==> config.mk <==
export PLATFORM = sky130hd
export DESIGN_NAME = irq_ctrl
export DESIGN_NICKNAME = d
export VERILOG_FILES = /design/src/rtl/irq_ctrl.sv
export SDC_FILE = /design/constraint.sdc
export NUM_CORES = 1
export LEC_CHECK = 0
export BUFFER_PORTS_ARGS = -buffer_cell sky130_fd_sc_hd__buf_4
export CORE_MARGIN = 4
export CORE_UTILIZATION = 55
export CTS_CLUSTER_DIAMETER = 120
export DETAILED_ROUTE_END_ITERATION = 10
export GPL_ROUTABILITY_DRIVEN = 1
export PLACE_DENSITY = 0.78
export SKIP_CTS_REPAIR_TIMING = 1
export SYNTH_ARGS = -nofsm -noshare
export SYNTH_HDL_FRONTEND = slang
export SYNTH_SLANG_ARGS = --single-unit
==> constraint.sdc <==
create_clock -name clk -period 5.1 [get_ports clk]
set_input_delay 0.51 -clock clk [delete_from_list [all_inputs] [get_ports clk]]
set_output_delay 0.51 -clock clk [all_outputs]
set_load 0.03 [all_outputs]
==> src/rtl/irq_ctrl.sv <==
// irq_ctrl: interrupt controller in front of the CP0 external interrupt input.
// External lines are synchronised and edge-detected. A compare timer adds one
// more source. Pending sources are masked, and a one-cycle request pulse goes
// out. Further requests are held off until CP0 signals ERET.
module irq_ctrl #(
  parameter int N_SRC = 4
) (
  input  logic             clk,
  input  logic             rst,
  input  logic [N_SRC-1:0] src_in,
  input  logic [1:0]       addr,
  input  logic             we,
  input  logic [31:0]      data_w,
  output logic [31:0]      data_r,
  input  logic             eret,
  output logic             ir_out,
  output logic [3:0]       irq_id
);

  localparam int W = N_SRC + 1;  // external lines plus the timer bit

  typedef enum logic [1:0] {
    ST_IDLE  = 2'd0,
    ST_RAISE = 2'd1,
    ST_WAIT  = 2'd2
  } state_t;

  logic [N_SRC-1:0] sync0_r, sync1_r, prev_r, rise_r;
  logic [W-1:0]     pend_r, mask_r, pend_next_s, set_s, clr_s, active_s;
  logic [31:0]      cmp_r, cnt_r;
  logic             match_s, wr_pend_s, wr_mask_s, wr_cmp_s, wr_cnt_s;
  state_t           state_r, state_next_s;
  logic             ir_out_r, ir_next_s;
  logic [3:0]       irq_id_r, id_next_s;

  // Lowest set index of a W-bit vector (0 when empty).
  function automatic logic [3:0] lowest_idx(input logic [W-1:0] v);
    logic [3:0] idx;
    idx = 4'd0;
    for (int i = W - 1; i >= 0; i--) begin
      if (v[i]) idx = 4'(i);
      else      idx = idx;
    end
    return idx;
  endfunction

  assign wr_pend_s = we && (addr == 2'd0);
  assign wr_mask_s = we && (addr == 2'd1);
  assign wr_cmp_s  = we && (addr == 2'd2);
  assign wr_cnt_s  = we && (addr == 2'd3);

  // Two-flop synchroniser, previous-value flop and a registered rise pulse.
  always_ff @(posedge clk or posedge rst) begin
    if (rst) begin
      sync0_r <= '0;
      sync1_r <= '0;
      prev_r  <= '0;
      rise_r  <= '0;
    end else begin
      sync0_r <= src_in;
      sync1_r <= sync0_r;
      prev_r  <= sync1_r;
      rise_r  <= sync1_r & ~prev_r;
    end
  end

  // Timer match and pending update; a set beats a same-cycle W1C.
  always_comb begin
    match_s     = (cmp_r != 32'd0) && (cnt_r == cmp_r);
    set_s       = {match_s && !wr_cnt_s, rise_r};
    if (wr_pend_s) clr_s = data_w[W-1:0];
    else           clr_s = {W{1'b0}};
    pend_next_s = (pend_r & ~clr_s) | set_s;
  end

  // Software-visible registers: pending, mask, compare and counter.
  always_ff @(posedge clk or posedge rst) begin
    if (rst) begin
      pend_r <= '0;
      mask_r <= '0;
      cmp_r  <= 32'd0;
      cnt_r  <= 32'd0;
    end else begin
      pend_r <= pend_next_s;
      if (wr_mask_s) mask_r <= data_w[W-1:0];
      if (wr_cmp_s)  cmp_r  <= data_w;
      if (wr_cnt_s)               cnt_r <= data_w;      // a load beats a match
      else if (cmp_r == 32'd0)    cnt_r <= cnt_r;       // timer disabled
      else if (match_s)           cnt_r <= 32'd0;
      else                        cnt_r <= cnt_r + 32'd1;
    end
  end

  // Request FSM next state, pulse and source latch.
  always_comb begin
    state_next_s = state_r;
    ir_next_s    = 1'b0;
    id_next_s    = irq_id_r;
    active_s     = pend_r & mask_r;
    case (state_r)
      ST_IDLE: begin
        if (active_s != {W{1'b0}}) begin
          state_next_s = ST_RAISE;
          ir_next_s    = 1'b1;
          id_next_s    = lowest_idx(active_s);
        end else begin
          state_next_s = ST_IDLE;
        end
      end
      ST_RAISE: state_next_s = ST_WAIT;
      ST_WAIT: begin
        if (eret) state_next_s = ST_IDLE;
        else      state_next_s = ST_WAIT;
      end
      default: state_next_s = ST_IDLE;
    endcase
  end

  // FSM state and registered request outputs.
  always_ff @(posedge clk or posedge rst) begin
    if (rst) begin
      state_r  <= ST_IDLE;
      ir_out_r <= 1'b0;
      irq_id_r <= 4'd0;
    end else begin
      state_r  <= state_next_s;
      ir_out_r <= ir_next_s;
      irq_id_r <= id_next_s;
    end
  end

  assign ir_out = ir_out_r;
  assign irq_id = irq_id_r;

  // Zero-latency register read mux; unimplemented upper bits read as 0.
  always_comb begin
    case (addr)
      2'd0:    data_r = {{(32 - W){1'b0}}, pend_r};
      2'd1:    data_r = {{(32 - W){1'b0}}, mask_r};
      2'd2:    data_r = cmp_r;
      2'd3:    data_r = cnt_r;
      default: data_r = 32'd0;
    endcase
  end

endmodule

[Word-level counts from Yosys, hierarchy flattened]
Cells that the tools add are included.
Word-level totals
  logic and storage cells: 53
  register bits: 97
  input port bits: 42
  output and inout bits: 37
Operators by class
  reduce and logical (&&, ||, !) cells: 13
  bitwise operators: 6
  equal/unequal tests: 7
  add/sub/neg operators: 1
  muxes and demuxes: 15
Operators with widths (count)
  $pmux 32 s4: 1
  $mux 32: 3
  $add 32x1->32 const B: 1
  $eq 32x32->1: 1
  $logic_not 32->1: 1
  $reduce_bool 32->1: 1
  $mux 4: 4
  $and 5x5->5: 2
  $eq 2x2->1 const B: 3
  $logic_and 1x1->1: 6
  $pmux 2 s3: 1
  $mux 5: 1
  $not 5->5: 1
  $or 5x5->5: 1
  $reduce_bool 5->1: 1
  $and 4x4->4: 1
  $eq 2x1->1 const B: 2
  $logic_not 2->1: 2
  $not 4->4: 1
  $mux 1: 3
  $mux 3: 1
  $mux 2: 1
  $ne 2x2->1 const B: 1
  $reduce_and 2->1: 1
  $logic_not 1->1: 1

[Depth between registers and ports, before layout]
  word-level depth: 6
  gate-level depth with buffers: 9
  depth with buffers taken out: 8

[Worst setup path before layout]
Ideal clock, no wire load.
  path type: input port to output port
  start point: in addr[0]
  end point: out data_r[10]
  arrival time: 1.875 ns
  buffers on the path: 2
  cell stages on the path: 4
  path slack: 2.715 ns
  required time: 4.590 ns
  cell sequence: clkbuf_1 > buf_1 > mux2i_1 > nor2b_1
Between the ends
  word-level cells in the longest chain between the ends: 2
  elaborated cells between the ends (all ways): 5
  those cells by class: 3 x eq/ne; 1 x mux; 1 x reduce/logical
RTL lines
  start, declared: line 11  | input logic [1:0] addr,
  $eq 2x2->1, or another cell as far along: line 137  | case (addr)
  $pmux 32 s4 (*): line 137
  end, declared: line 14  | output logic [31:0] data_r,
Every way passes the cells marked *; elsewhere a longest branch is shown, timed or not.

[Worst setup path after layout]
  start point: reg cnt_r[23]
  end point: reg cnt_r[24]
Between the ends
  word-level cells in the longest chain between the ends: 5
  elaborated cells between the ends (all ways): 6
  those cells by class: 1 x add/sub; 1 x eq/ne; 3 x mux; 1 x reduce/logical
RTL lines
  start, declared: line 30  | logic [31:0] cmp_r, cnt_r;
  start signal, assigned: line 87  | if (wr_cnt_s) cnt_r <= data_w;
  start signal, assigned: line 88  | else if (cmp_r == 32'd0) cnt_r <= cnt_r;
  start signal, assigned: line 90  | else cnt_r <= cnt_r + 32'd1;
  branches (longest 2 deep; another with $add 32x1->32)
  $mux 32 (*): line 89  | else if (match_s) cnt_r <= 32'd0;
  $mux 32 (*): line 88
  $mux 32 (*): line 87
Mark *: on every way between the ends. The select of a mux whose other input is x is not followed.
A chain may end at the register's enable or synchronous reset.

==> results.yml <==
synth:
  ys_async_sr_fraction_pct: 100
  avgSynthCellArea_um2: 9.98
  synth_nets: 580
  synthFlopType: "dfrtp_1"
  netlist_area_um2: 5360
  ys_warn_count: 0
  postSynthRegisterBits: 95
  yosys.area.top_type: "dfrtp_1"
  synth_enable_flop_cells: 0
  synth_sequential_area_ratio_pct: 44.4
  synth_top_area_share_pct: 44.4
  syn-instance-count: 537
  synthTopCellsByArea: "dfrtp_1 (44%), mux2_2 (8.2%), xor2_1 (5.2%)"
  ys_types: 48
place:
  dpl_worst_slack_ps: 2180
  io_buffers: 77
  place.gp.congestion: 0.907
  dpl.hpwl_mm: 9.71
timing:
  finalSetupViolCount: 0
  tightest_slew_ps: 1240
  timing.slew.headroom_pct: 16.8
  setup_tns_ps: 0
  setup_ws_ps: 2050
  period_needed_ps: 3050
  fin_skew_ps: 10.1
  timing.fmax_mhz: 327
  drv_slew: 0
  fin_hold_ws_ps: 222
  period_share_pct: 59.9
  hold_viol_final: 0
  rsz0062_at_grt: "false"
status:
  status: "finished clean"
grt:
  busiest_layer: "met2"
  grtUsageTotal_pct: 25.1
  met1_usage_pct: 37.6
  grt_max_degree: 56
  antenna_found_initial: 0
  grt_util_met3_pct: 3.73
  overflow: 0
  grt_pass1_vias: 4330
  use_met2_pct: 38.3
  grt_pass1_wl_mm: 22.7
worst_setup_path:
  worstPathRequired_ps: 5310
  r2r-end: "cnt_r[24]"
  arrival_ps: 3260
  rrSetupSlack_ps: 2050
  cp-start-kind: "register"
  cp_max_fo: 34
  worst-r2r-cell-count: 7
  worst_setup_path_end_kind: "register"
  rr_startpoint: "cnt_r[23]"
  crit_type: "register to register"
  slowest_stage: "nor2_4"
  slowest_delay_ps: 700
  crit_path_cell_trace: "xor2_1 -> nor4_1 -> nand4_2 -> nor2_4 -> nor2_1 -> nand4b_1 -> a31oi_1"
cells_and_area:
  fill_cells: 806
  drive_gt1_share_pct: 25.0
  nets: 639
  finish.utilization_pct: 65.9
  regArea_um2: 2380
  final_common_cell: "dfrtp_1"
  final_cell_mix: "dfrtp_1 (95), buf_4 (81), nor2_1 (56)"
  multi_input_area_um2: 2830
  diodes: 0
  syn2layout_area_growth_pct: 15.3
power_and_ir_drop:
  pwr_density_cell_nw_per_um2: 377
  p_leak_nw: 2.60
  vdd_ir_drop_max_mv: 0.170
cts:
  cts_buffer_depth: 2
  cts_root_buffer: "clkbuf_8"
  h-tree-depth: 3
  cts_made_buffers: 9
  cts_tree: "built"
  clkTransAtPathRegs_ps: 110
  clkLatencyLatePin_ps: 380
  clock_sinks: 95
drt:
  vias: 4464
  firstDrtPassIters: 6
  drtIter0Drc: 401
  viasPerCell: 6.12
  wl_per_cell_um: 19.1
  routed_wl_mm: 13.9
  ant_nets: 0
  drc: 0
hold_path:
  hp-start: "src_in[2]"
  min_path_type: "input port to register"
  hold_path_end: "sync0_r[2]"
  min_path_cells: 1
floorplanning:
  core_um2: 9370
  dieWidth_um: 107
  rows: 35
  dieArea_um2: 11400
  ios: 79
  initial_core_util_pct: 57.2
  fp.dieH_um: 107
run:
  maxCapViolCount: 0
layer usage:
layer  up-vias  share of wire (%)
met3        21                7.8
met1      2181                 45
li1       2054                  -
met2       208                 46
met4         0                1.4
met5         -                  0
worst max path at each step:
stage | from | endpoint | slack (ps)
finish | cnt_r[23] | cnt_r[24] | 2050
global route | cnt_r[23] | cnt_r[30] | 1930
CTS | cnt_r[16] | cnt_r[24] | 2140
detailed placement | cnt_r[16] | cnt_r[24] | 2180
global placement | cnt_r[16] | cnt_r[25] | 2180
floorplan | rst | cmp_r[0] | 2110
flip-flops by register name, indices dropped and copies added (netlist names):
signal,count
cmp_r,32
cnt_r,32
irq_id,3
mask_r,5
pend_r,5
prev_r,4
rise_r,4
state_r,2
sync0_r,4
sync1_r,4
cell families (layout without fill, tap and decap cells):
group                      after synthesis  count (layout)  synth area share [%]
AOI/OAI and AO/OA                       91              91                  9.97
xor gates and xnor gates                32              32                  5.23
adders and majority gates                1               1                 0.233
buffers and inverters                   35              99                  2.99
DFF                                     95              95                  44.4
muxes                                   71              71                  15.3
other                                    1               1                0.0700
and+or+nand+nor                        211             211                  21.8
final cells by class:
class / count / share of cell area [%]
clock inverter: 6 / 0.932
sequential: 95 / 38.5
inverter: 2 / 0.142
timing repair buffer: 81 / 9.85
tap: 129 / 2.61
multi-input combinational: 407 / 45.7
clock buffer: 10 / 2.23
Yosys cell counts, drive strengths merged, types with 3 or more instances:
master and n:
nor2b 40, and2 4, buf 14, nand3 11, nand4b 3, xor2 32, a21o 4, clkbuf 19
dfrtp 95, and3 7, nor4 19, nand2 26, a21oi 18, or4 3, nor2 57, nand3b 11
nand4 9, mux2 39, mux2i 27, mux4 5, o21ai 29, or3 11, nor3b 3, nor3 4
a31oi 31
critical path: cells and delay by family (launching register included):
family / cells / cell delay, ps
AOI/OAI and AO/OA: 1 / 100
xor gates and xnor gates: 1 / 240
DFF: 1 / 510
and+or+nand+nor: 5 / 2030
power breakdown:
part	internal, mW	switching (mW)	leakage [nW]	total, mW
combinational	0.328	0.380	1.40	0.708
sequential	0.895	0.217	1.10	1.11
clock	0.204	0.302	0.102	0.506
through the flow:
step / std cells / instance area, um^2 / power [mW]
floorplan: 537 / 5360 / 1.57
global placement: 714 / 5980 / 1.80
detailed placement: 714 / 5980 / 1.83
CTS: 730 / 6180 / 2.32
global route: 730 / 6180 / 2.45
finish: 730 / 6180 / 2.33
Note: power is estimated with default switching activity, not from simulation.
